**src/rtl/brush_writer.sv**
```systemverilog
// Paints square pen brushes into the 320x240 scaled frame BRAM (port A) and
// sweeps the whole buffer to zero on request; clips brush pixels at the frame edges.
module brush_writer #(
    parameter int H_RES   = 320,
    parameter int V_RES   = 240,
    parameter int BRUSH_R = 2,
    parameter int ADDR_W  = 17
) (
    input  logic              clk_in,
    input  logic              rst_n_in,
    input  logic [8:0]        pen_x_in,
    input  logic [7:0]        pen_y_in,
    input  logic [1:0]        pen_color_in,
    input  logic              pen_valid_in,
    output logic              pen_ready_out,
    input  logic              clear_in,
    output logic              busy_out,
    output logic [ADDR_W-1:0] bram_addr_out,
    output logic [7:0]        bram_data_out,
    output logic              bram_we_out
);

    localparam int SIDE  = 2 * BRUSH_R + 1;
    localparam int OFS_W = $clog2(SIDE + 1);
    localparam logic [OFS_W-1:0]  OFS_LAST  = OFS_W'(SIDE - 1);
    localparam logic [ADDR_W-1:0] LAST_ADDR = ADDR_W'(H_RES * V_RES - 1);

    typedef enum logic [1:0] {
        S_IDLE  = 2'd0,
        S_PAINT = 2'd1,
        S_CLEAR = 2'd2
    } state_t;

    state_t            r_state;
    logic [8:0]        r_x;
    logic [7:0]        r_y;
    logic [1:0]        r_color;
    logic [OFS_W-1:0]  r_dx;
    logic [OFS_W-1:0]  r_dy;
    logic              r_clr_pend;
    logic [ADDR_W-1:0] r_clr_addr;
    logic              r_we;
    logic [ADDR_W-1:0] r_addr;
    logic [7:0]        r_data;
    logic              r_busy;

    logic              w_pen_ready;
    logic [10:0]       w_tx;
    logic [10:0]       w_ty;
    logic              w_in_frame;
    logic [ADDR_W-1:0] w_paint_addr;
    logic [5:0]        w_code;
    logic              w_last_ofs;

    assign w_pen_ready = (r_state == S_IDLE) && !r_clr_pend && !clear_in;

    // Offsets count 0..2R, so subtracting R yields the signed dx/dy in two's complement.
    assign w_tx = 11'(r_x) + 11'(r_dx) - 11'(BRUSH_R);
    assign w_ty = 11'(r_y) + 11'(r_dy) - 11'(BRUSH_R);

    assign w_in_frame = !w_tx[10] && !w_ty[10]
                        && (w_tx < 11'(H_RES)) && (w_ty < 11'(V_RES));

    assign w_paint_addr = ADDR_W'(32'(w_ty) * 32'(H_RES) + 32'(w_tx));
    assign w_last_ofs   = (r_dx == OFS_LAST) && (r_dy == OFS_LAST);

    always_comb begin
        w_code = 6'b000000;
        case (r_color)
            2'd0:    w_code = 6'b000000;
            2'd1:    w_code = 6'b101010;
            2'd2:    w_code = 6'b111111;
            default: w_code = 6'b000000;
        endcase
    end

    always_ff @(posedge clk_in) begin
        if (!rst_n_in) begin
            r_state    <= S_IDLE;
            r_x        <= '0;
            r_y        <= '0;
            r_color    <= '0;
            r_dx       <= '0;
            r_dy       <= '0;
            r_clr_pend <= 1'b0;
            r_clr_addr <= '0;
            r_we       <= 1'b0;
            r_addr     <= '0;
            r_data     <= '0;
            r_busy     <= 1'b0;
        end else begin
            r_we   <= 1'b0;
            r_busy <= 1'b0;
            case (r_state)
                S_IDLE: begin
                    if (clear_in) begin
                        r_state    <= S_CLEAR;
                        r_clr_addr <= '0;
                    end else if (pen_valid_in && w_pen_ready) begin
                        r_x     <= pen_x_in;
                        r_y     <= pen_y_in;
                        r_color <= pen_color_in;
                        r_dx    <= '0;
                        r_dy    <= '0;
                        r_state <= S_PAINT;
                    end
                end
                S_PAINT: begin
                    r_busy <= 1'b1;
                    r_we   <= w_in_frame && (r_color != 2'd3);
                    r_addr <= w_paint_addr;
                    r_data <= {2'b11, w_code};
                    if (r_dx == OFS_LAST) begin
                        r_dx <= '0;
                        r_dy <= r_dy + OFS_W'(1);
                    end else begin
                        r_dx <= r_dx + OFS_W'(1);
                    end
                    if (clear_in) begin
                        r_clr_pend <= 1'b1;
                    end
                    // A clear seen on the final offset still chains straight into CLEAR.
                    if (w_last_ofs) begin
                        if (r_clr_pend || clear_in) begin
                            r_state    <= S_CLEAR;
                            r_clr_pend <= 1'b0;
                            r_clr_addr <= '0;
                        end else begin
                            r_state <= S_IDLE;
                        end
                    end
                end
                S_CLEAR: begin
                    r_busy <= 1'b1;
                    r_we   <= 1'b1;
                    r_addr <= r_clr_addr;
                    r_data <= 8'h00;
                    if (r_clr_addr == LAST_ADDR) begin
                        r_state <= S_IDLE;
                    end else begin
                        r_clr_addr <= r_clr_addr + ADDR_W'(1);
                    end
                end
                default: begin
                    r_state <= S_IDLE;
                end
            endcase
        end
    end

    assign pen_ready_out = w_pen_ready;
    assign busy_out      = r_busy;
    assign bram_addr_out = r_addr;
    assign bram_data_out = r_data;
    assign bram_we_out   = r_we;

endmodule

```
**config.mk**
```make
export PLATFORM = sky130hd
export DESIGN_NAME = brush_writer
export DESIGN_NICKNAME = d
export VERILOG_FILES = /design/src/rtl/brush_writer.sv
export SDC_FILE = /design/constraint.sdc
export NUM_CORES = 1
export LEC_CHECK = 0
export BUFFER_PORTS_ARGS = -buffer_cell sky130_fd_sc_hd__buf_2
export CORE_MARGIN = 1
export CORE_UTILIZATION = 28
export CTS_CLUSTER_SIZE = 40
export DETAILED_ROUTE_END_ITERATION = 8
export SLEW_MARGIN = 20
export SYNTH_ARGS = -nofsm -noshare
export SYNTH_HDL_FRONTEND = slang
export SYNTH_SLANG_ARGS = --single-unit
```
**constraint.sdc**
```tcl
create_clock -name clk_in -period 4.2 [get_ports clk_in]
set_clock_uncertainty 0.05 [all_clocks]
set_input_delay 0.84 -clock clk_in [delete_from_list [all_inputs] [get_ports clk_in]]
set_output_delay 0.84 -clock clk_in [all_outputs]
set_load 0.03 [all_outputs]
```
==> results.tsv <==
metric	value	unit
DRC violations left	0	
Detail Placement HPWL	8310	um
area added between synthesis and finish	19.9	%
vias in the first global route	3794	
Synth Area in XOR/XNOR	7.58	%
TNS Setup	0	ns
simple-gate area share of the yosys netlist	20.6	%
row count	46	
CP startpoint kind	flip-flop	
Comb pwr share	50.5	%
Slew @ Worst Pin	0.732	ns
Tmin final	3.99	ns
share of cells above drive strength 1	16.7	%
# H-tree levels	3	
setup violators final	0	
Psw	1.22	mW
share of the synthesized area in the top cell type	29.0	%
# Max-Cap Violations	0	
Core ar.	16000	um2
Mapped Cells	575	
Buf/Inv on CP	5	
fraction of registers with async set/reset	0	%
Most common cell on crit path	inv_1	
Die Span X	130	um
worst rel slew slack	51.1	%
grt total ovfl	0	
Crit Path Class	reg2reg	
initial antenna violation count	0	
slowest CP cell	fa_1	
Post-synth EDFFs	0	
Seq pwr share	23.8	%
worst hold path class	reg2reg	
max-slew violations	0	
worst skew pair latency	0.34	ns
nets	702	
Total Routing Usage GR	14.5	%
Root Buffer	clkbuf_16	
Req. time, crit path	4.38	ns
Initial DRT Pass Iterations	5	
RSZ-0062 raised after global routing	no	
fmax	0.250	GHz
synthesized-area fraction occupied by adder cells	15.8	%
outcome	complete, no violations	
Lkg Pwr	2.22	nW
Sequential Area	1340	um2
top cells by area, synth	dfxtp_1 (29%), ha_1 (14%), xnor2_1 (6.6%)	
syn avg cell area	8.04	um2
Max VDD drop	0.000305	V
total CTS buffers	9	
final period utilization	95.1	%
CTS Sinks	67	
largest net degree at the start of global routing	38	
Buffers on Ports	50	
CTS tree	done	
cell family with most CP delay	adder cells	
arrival time at the worst endpoint	4.17	ns
via count	4078	
Yosys top cell by area	dfxtp_1	
multi-input combinational cell area	3090	um2
Die Y	130	um
Ports	51	
Most used DFF post-synth	dfxtp_1	
PwrDens	546	nW/um2
multiplexer share of the synthesized area	1.95	%
CP max FO	4	
Synthesized Nets	654	
Starting DRT DRC Count	216	
largest stage delay on the critical path	0.53	ns
total wire length	11500	um
Yosys cell types	65	
largest family of logic cells by synthesized area	simple AND/OR/NAND/NOR gates	
Placer Congestion	0.831	
Max Buffers Root-to-Sink	2	
routed vias/inst	4.83	
Clk network pwr share	25.7	%
Initial Util	28.9	%
Synth Area in Compound Gates	18.3	%
ANT cells	0	
register bit count reported by yosys	67	
first-pass GRT wire length	19000	um
DRT antenna net count	0	
Clock transition at path regs	0.06	ns
final worst slack	0.206	ns
Post-Syn Area	4620	um2
internal power	1.81	mW
Fill cells	1731	
sequential area share after synthesis	29.0	%
Synth warnings	0	
pre-CTS setup slack	-0.0200	ns
Hold Vio Cnt, Final	0	
crit end category	flip-flop	
die area	17000	um2
switching share of power	40.4	%
critical-path cell list	inv_1 -> ha_1 -> inv_1 -> ha_4 -> fa_2 -> buf_4 -> xor2_2 -> ha_1 -> ha_2 -> inv_1 -> fa_1 -> inv_2 -> ha_4 -> o21ai_0 -> nor4b_2 -> a31oi_1 -> o311ai_1 -> nand2_1	
routed len/inst	13.6	um
-- logic make-up (layout without fill, tap and decap cells) --
| logic type | after synthesis | count (layout) |
|---|---|---|
| compound gates | 133 | 133 |
| xor+xnor | 40 | 40 |
| fa+ha+maj | 56 | 56 |
| buf+inv | 77 | 130 |
| flops | 67 | 67 |
| mux | 9 | 9 |
| simple gates | 193 | 193 |
-- power by group through the flow --
stage	logic, mW	clock network, mW	registers [mW]
after CTS	1.45	0.797	0.721
final	1.53	0.780	0.720
after global routing	1.71	0.823	0.727
after global placement	1.41	0	0.734
after floorplan	1.00	0	0.796
after detailed placement	1.42	0	0.733
-- routing by layer --
layer  wire, um  global-route usage [%]  vias to the layer above
met4         92                    3.65                        0
li1           -                       -                     2095
met2       5010                    22.4                      101
met5          0                       0                        -
met3        696                    3.95                        8
met1       5690                    19.7                     1874
-- synthesized netlist by cell type (all sizes together), types with 6 or more instances --
library cell / count
mux2i: 9
nor2b: 6
inv: 51
nor4: 9
nand2: 61
a21oi: 51
nand3: 11
ha: 52
buf: 7
a211oi: 14
clkbuf: 18
nor3: 8
nor2: 55
xnor2: 35
dfxtp: 67
o21ai: 27
nand2b: 13
-- path summary, 6_finish.rpt --
path / start / endpoint / slack [ns] / depth (start not counted)
hold reg to reg: r_y[2] / r_y[2] / 0.41 / 2
hold / removal: r_y[2] / r_y[2] / 0.41 / 2
setup reg to reg: r_dy[1] / bram_addr_out[15] / 0.21 / 18
setup / recovery: r_dy[1] / bram_addr_out[15] / 0.21 / 18
-- metrics by stage --
step / cells / hold slack, ns / utilization (%) / area, um2 / total power, mW
2_1_floorplan: 575 / 0.386 / - / 4620 / 1.80
5_1_grt: 844 / 0.438 / 34.7 / 5550 / 3.26
6_report: 844 / 0.406 / 34.7 / 5550 / 3.03
4_1_cts: 843 / 0.406 / 34.1 / 5450 / 2.97
3_5_place_dp: 827 / 0.398 / 32.0 / 5120 / 2.15
3_3_place_gp: 827 / 0.396 / 32.0 / 5120 / 2.15
-- worst register-to-register path, cell delays in order (launching register included) --
cell      delay (ns)
dfxtp_2         0.34
inv_1           0.06
ha_1            0.27
inv_1           0.06
ha_4            0.17
fa_2            0.35
buf_4           0.15
xor2_2          0.18
ha_1            0.30
ha_2            0.17
inv_1           0.05
fa_1            0.53
inv_2           0.05
ha_4            0.27
o21ai_0         0.09
nor4b_2         0.34
a31oi_1         0.13
o311ai_1        0.25
nand2_1         0.07
-- registers in the layout, indices dropped and copies added (netlist names), 2 cells and up --
register       flops
r_color            2
bram_data_out      3
r_dy               3
r_clr_addr        17
r_y                8
r_state            2
bram_addr_out     17
r_dx               3
r_x                9
-- timing repair --
item | in CTS | in global routing
pin swaps | 0 | 8
resized for setup | 3 | 21
cloned | 0 | 0
hold buffers | 0 | 0
hold endpoints to repair | 0 | 0
setup buffers | 0 | 1
setup endpoints to repair | 1 | 6
-- area by class of cell --
| type | count | share of cell area (%) |
|---|---|---|
| inverters | 52 | 3.52 |
| flip-flops and latches | 67 | 24.2 |
| multi-input cells | 431 | 55.8 |
| clock buffers | 11 | 4.38 |
| clock inverters | 5 | 1.13 |
| repair buffers | 62 | 6.14 |
| well taps | 216 | 4.87 |
-- cell usage in the layout (no fill, tap or decap), types with 7 or more instances in the layout --
cell       count
nand2b_1      13
nor3_1         7
xnor2_1       33
mux2i_1        9
nand2_1       61
buf_4         12
inv_1         48
o21ai_0       16
nor2_1        55
a21oi_1       49
dfxtp_1       66
nand3_1       11
buf_2         50
a211oi_1      12
clkbuf_16      9
nor4_1         9
o21ai_1        9
ha_1          49
Power figures use the tool's default switching activity.
